[src/rtl/vector_exec_sequencer_pkg.sv]
// Shared definitions for the vector execution sequencer.
//   - opcode width and opcode class encodings (opcode bits [4:3])
//   - sequencer state enumeration
//   - helper to extract the class field from an opcode
`timescale 1ns/1ps
package vector_exec_sequencer_pkg;

  localparam int OPCODE_W = 5;

  localparam logic [1:0] CLASS_INT   = 2'b00;
  localparam logic [1:0] CLASS_FIXED = 2'b01;
  localparam logic [1:0] CLASS_VEC   = 2'b10;
  localparam logic [1:0] CLASS_RSVD  = 2'b11;

  typedef enum logic [1:0] {
    S_IDLE = 2'd0,
    S_RUN  = 2'd1,
    S_DONE = 2'd2
  } state_e;

  // Class field lives in the two most significant opcode bits.
  function automatic logic [1:0] op_class(input logic [OPCODE_W-1:0] op);
    return op[OPCODE_W-1 -: 2];
  endfunction

endpackage

[src/rtl/vector_exec_sequencer.sv]
// Vector execution sequencer.
// Accepts one instruction (opcode + two packed lane operands), then steps a
// shared external combinational ALU across the lanes one per cycle and
// presents the packed result with a valid/ready handshake.
//
// Ports
//   clk, rst                 clock, synchronous active-high reset
//   in_valid/in_ready        instruction handshake
//   in_opcode                5-bit opcode, bits [4:3] = class
//   in_a, in_b               packed operands, lane i at [i*DATA_WIDTH +: DATA_WIDTH]
//   alu_a, alu_b, alu_opcode operands/opcode driven to the external ALU (0 outside RUN)
//   alu_result               combinational ALU result
//   out_valid/out_ready      result handshake
//   out_result               packed result, same lane layout as in_a
//   out_err                  reserved opcode class flag, qualified by out_valid
//   busy                     high while in RUN or DONE
`timescale 1ns/1ps
module vector_exec_sequencer
  import vector_exec_sequencer_pkg::*;
#(
  parameter int DATA_WIDTH = 16,
  parameter int NUM_LANES  = 4
) (
  input  logic                            clk,
  input  logic                            rst,
  input  logic                            in_valid,
  output logic                            in_ready,
  input  logic [OPCODE_W-1:0]             in_opcode,
  input  logic [NUM_LANES*DATA_WIDTH-1:0] in_a,
  input  logic [NUM_LANES*DATA_WIDTH-1:0] in_b,
  output logic [DATA_WIDTH-1:0]           alu_a,
  output logic [DATA_WIDTH-1:0]           alu_b,
  output logic [OPCODE_W-1:0]             alu_opcode,
  input  logic [DATA_WIDTH-1:0]           alu_result,
  output logic                            out_valid,
  input  logic                            out_ready,
  output logic [NUM_LANES*DATA_WIDTH-1:0] out_result,
  output logic                            out_err,
  output logic                            busy
);

  localparam int CW = $clog2(NUM_LANES);
  localparam int VW = NUM_LANES * DATA_WIDTH;
  localparam logic [CW-1:0] LAST_VEC = CW'(NUM_LANES - 1);

  state_e              state_q, state_d;
  logic [CW-1:0]       cnt_q, cnt_d;
  logic [OPCODE_W-1:0] op_q, op_d;
  logic [VW-1:0]       a_q, a_d;
  logic [VW-1:0]       b_q, b_d;
  logic [VW-1:0]       result_q, result_d;
  logic                err_q, err_d;

  logic [DATA_WIDTH-1:0] lane_a, lane_b;
  logic [CW-1:0]         last_lane;

  // Operand lane selected by the counter; a compare-per-lane mux avoids a
  // variable-width index multiply.
  always_comb begin
    lane_a = '0;
    lane_b = '0;
    for (int i = 0; i < NUM_LANES; i++) begin
      if (cnt_q == CW'(i)) begin
        lane_a = a_q[i*DATA_WIDTH +: DATA_WIDTH];
        lane_b = b_q[i*DATA_WIDTH +: DATA_WIDTH];
      end
    end
  end

  // Scalar classes only ever touch lane 0.
  assign last_lane = (op_class(op_q) == CLASS_VEC) ? LAST_VEC : '0;

  // NOTE: every signal written here gets a default first so no path through
  // the case statement leaves one unassigned, which would infer a latch.
  always_comb begin
    state_d    = state_q;
    cnt_d      = cnt_q;
    op_d       = op_q;
    a_d        = a_q;
    b_d        = b_q;
    result_d   = result_q;
    err_d      = err_q;
    alu_a      = '0;
    alu_b      = '0;
    alu_opcode = '0;

    case (state_q)
      S_IDLE: begin
        if (in_valid) begin
          op_d     = in_opcode;
          a_d      = in_a;
          b_d      = in_b;
          result_d = '0;
          cnt_d    = '0;
          err_d    = 1'b0;
          state_d  = S_RUN;
        end
      end

      S_RUN: begin
        alu_a      = lane_a;
        alu_b      = lane_b;
        alu_opcode = op_q;
        if (op_class(op_q) == CLASS_RSVD) begin
          // Reserved class: flag it and finish without capturing the ALU.
          err_d   = 1'b1;
          state_d = S_DONE;
        end else begin
          for (int i = 0; i < NUM_LANES; i++) begin
            if (cnt_q == CW'(i)) result_d[i*DATA_WIDTH +: DATA_WIDTH] = alu_result;
          end
          if (cnt_q == last_lane) state_d = S_DONE;
          else                    cnt_d   = cnt_q + 1'b1;
        end
      end

      S_DONE: begin
        if (out_ready) state_d = S_IDLE;
      end

      default: state_d = S_IDLE;
    endcase
  end

  // NOTE: sequential state uses non-blocking assignments so every register
  // samples the pre-edge value of every other register.
  always_ff @(posedge clk) begin
    if (rst) begin
      // Latched operands are cleared too, so an aborted instruction leaves
      // nothing behind.
      state_q  <= S_IDLE;
      cnt_q    <= '0;
      op_q     <= '0;
      a_q      <= '0;
      b_q      <= '0;
      result_q <= '0;
      err_q    <= 1'b0;
    end else begin
      state_q  <= state_d;
      cnt_q    <= cnt_d;
      op_q     <= op_d;
      a_q      <= a_d;
      b_q      <= b_d;
      result_q <= result_d;
      err_q    <= err_d;
    end
  end

  assign in_ready   = (state_q == S_IDLE);
  assign out_valid  = (state_q == S_DONE);
  assign busy       = (state_q == S_RUN) || (state_q == S_DONE);
  assign out_result = result_q;
  assign out_err    = err_q;

endmodule

[config.mk]
export PLATFORM = sky130hd
export DESIGN_NAME = vector_exec_sequencer
export DESIGN_NICKNAME = d
export VERILOG_FILES = /design/src/rtl/vector_exec_sequencer_pkg.sv /design/src/rtl/vector_exec_sequencer.sv
export SDC_FILE = /design/constraint.sdc
export NUM_CORES = 1
export LEC_CHECK = 0
export CAP_MARGIN = 0
export CORE_UTILIZATION = 30
export DETAILED_ROUTE_END_ITERATION = 6
export GPL_ROUTABILITY_DRIVEN = 0
export PLACE_DENSITY_LB_ADDON = 0.15
export SLEW_MARGIN = 20
export SYNTH_ARGS = -nofsm -noshare
export SYNTH_HDL_FRONTEND = slang
export SYNTH_SLANG_ARGS = --single-unit
[constraint.sdc]
create_clock -name clk -period 2.95 [get_ports clk]
set_input_delay 0.885 -clock clk [delete_from_list [all_inputs] [get_ports clk]]
set_output_delay 0.885 -clock clk [all_outputs]
set_load 0.005 [all_outputs]
==> flow_metrics.tcl <==
set metrics [dict create \
    status "finished, violations left" \
    violations "setup timing" \
    relSlewSlack_pct 67.3 \
    cts_buffers 24 \
    p_leak_uw 0.00485 \
    numPortBuffers 257 \
    postRouteAntennaNets 0 \
    grt_pass1_wl_um 44200 \
    core_um2 27900 \
    drc 0 \
    critPathSlowestCell "dfxtp_4" \
    final-setup-viol-count 1 \
    syn_nets 1238 \
    synth_ff_type "dfxtp_1" \
    synth-simple-area-share_pct 23.1 \
    final_cells 1730 \
    synthAdderAreaFrac_pct 1.03 \
    swShare_pct 32.7 \
    cts_buffer_depth 3 \
    synth.cell_area_um2 8500 \
    die_w_um 170 \
    pwr-share-seq_pct 33.6 \
    final_layout_size_suffix_gt1_share_pct 13.0 \
    avgSynthCellArea_um2 7.88 \
    p_clk_share_pct 31.3 \
    post-route-util_pct 46.3 \
    cts_tree "yes" \
    crit_path_cell_trace "ha_4 -> buf_12 -> buf_4 -> nand2_1 -> a21oi_2 -> a21oi_2 -> o21ai_1 -> dlygate4sd2_1" \
    hold_buffers 0 \
    maxSlewViolCount 0 \
    max_freq_mhz 337 \
    p_comb_share_pct 35.1 \
    layout_setup_ws_ns -0.0135 \
    vias 8176 \
    path_max_fanout 12 \
    p_int_uw 6880 \
    synth_edf_count 0 \
    dieArea_um2 29000 \
    tns_ns -0.0135 \
    clkSinkCount 202 \
    layout_min_cycle_time_ns 2.96 \
    io_pins 258 \
    skew_ns 0.0104 \
    wl_um 29200 \
    ys_ff_latch 202 \
    nets 1493 \
    drv_cap 0 \
    grt_overflow 0 \
    period_share_pct 100 \
    synth_top_area_cell "dfxtp_1" \
    clock_latency_ns 0.51 \
    htree_num_levels 1 \
    ys_seq_area_share_pct 47.6 \
    synth_cell_types 24 \
    antenna_found_initial 2 \
    rows 61 \
    grt_max_degree 61 \
    irDropWorstVdd_uv 399 \
    cp_slowest_stage_delay_ns 0.39 \
    finalHoldViolCount 0 \
    synth.top_cell.area_share_pct 47.6 \
    syn-instance-count 1078 \
    whs_ns 0.449 \
    cts.root.buffer_cell "clkbuf_16" \
    synth_top_family_by_area "simple AND/OR/NAND/NOR gates" \
    cp_data_arrival_time_ns 2.08 \
    synth_warnings 0 \
    place_inst 1671 \
    start_util_pct 30.5 \
    clk_pin_slew_ns 0.06 \
    startpoint_type "register" \
    power_density_nw_per_um2 793 \
    synth.area.top_cells "dfxtp_1 (48%), nand2_1 (13%), a21oi_1 (12%)" \
    synth_common_cells "nand2_1 (303), dfxtp_1 (202), a21oi_1 (200)" \
    grt_pass1_vias 7767 \
    cp-end-kind "output port" \
    yosysMostFrequentCell "nand2_1" \
    drtIter0Drc 512 \
    grtUsageTotal_pct 19.4 \
    dr.pass1.iters 6 \
    rsz0062_at_grt "yes" \
    required_ns 2.07 \
    async_flop_share_pct 0 \
    p_sw_uw 3340 \
    wl_per_cell_um 16.9 \
    hpwl_um 19300 \
    max_slew.worst_pin.slew_ns 0.491 \
    critPathKind "reg -> out" \
    synthMuxAreaShare_pct 7.92 \
    reg2reg_setup_slack_ns 0.92 \
    hold_path.class "reg -> reg" \
    vias_per_cell 4.73 \
    die_y_um 170 \
    synth-xor-area-share_pct 0 \
    path_common_cell "a21oi_2" \
    syn_to_final_growth_pct 51.7 \
    synth_compound_area_share_pct 15.4 \
]
[what timing repair did]
item	in CTS	in global routing
setup endpoints to repair	37	31
setup buffers	5	4
pin swaps	16	9
gates cloned	2	3
gates resized for setup	161	36
[final timing paths]
kind / from / to / depth (start not counted)
max: cnt_q[0] / alu_b[1] / 8
min: op_q[1] / op_q[1] / 2
min reg2reg: op_q[1] / op_q[1] / 2
max reg2reg: cnt_q[0] / out_result[58] / 8
[critical path, delay by kind of cell, from the launching register on]
| family | cells | cell delay, ns |
|---|---|---|
| and+or+nand+nor | 1 | 0.10 |
| DFF | 1 | 0.39 |
| AOI/OAI and AO/OA | 3 | 0.35 |
| buffers and inverters | 3 | 0.53 |
| adders and majority gates | 1 | 0.20 |
[power by group through the flow]
stage	Sequential (uW)	Clock [uW]	Combinational, uW
4_1_cts	3430	3270	3570
6_report	3430	3200	3590
2_1_floorplan	3410	0	2040
5_1_grt	3490	3380	3920
3_5_place_dp	3470	0	3410
3_3_place_gp	3470	0	3400
[layout by cell type (no fill, tap or decap), drive strengths merged, types with 3 or more instances in the layout]
master	n
clkbuf	40
nand4	4
clkdlybuf4s50	222
ha	7
o21ai	34
a31oi	3
nor2	64
nand2	303
nand3b	32
dlygate4sd2	4
clkinv	3
bufinv	4
nand3	32
mux2i	66
inv	7
buf	79
clkdlybuf4s15	6
a21oi	204
and2	22
a21bo	4
dfxtp	202
[per-stage QoR]
stage          power (uW)  setup slack [ns]  area [um2]
6_report            10200           -0.0135       12900
3_3_place_gp         6870            0.0202       11700
4_1_cts             10300           -0.0562       12800
3_5_place_dp         6880           -0.0162       11700
2_1_floorplan        5450             0.553        8500
5_1_grt             10800            -0.119       12900
[layout make-up]
cell class | count | area (um2)
diodes | 2 | 5.00
clock buffers | 35 | 713
clock inverters | 8 | 146
fillers | 2762 | 15000
inverters | 6 | 30.0
multi-input cells | 781 | 4220
flip-flops and latches | 202 | 4050
well taps | 378 | 473
repair buffers | 318 | 3250
[routing by layer]
metal	track usage, %	vias up	share of wire, %
li1	-	4097	-
met1	27.2	3763	47
met2	29.2	281	43
met3	5.84	33	9.1
met4	4.35	2	1.3
met5	0	-	0.045
[flip-flops by register name (all words and copies together) (netlist names)]
name / count
cnt_q: 2
state_q: 2
op_q: 5
a_q: 64
out_result: 64
out_err: 1
b_q: 64
[kinds of logic (layout without fill, tap and decap cells)]
logic type	after synthesis	after routing
AND/OR/NAND/NOR	461	461
AO/OA/AOI/OAI	247	247
flip-flops	202	202
buffers and inverters	95	367
multiplexers	66	66
adder cells (fa/ha/maj)	7	7
other	0	2
Power figures use the tool's default switching activity.
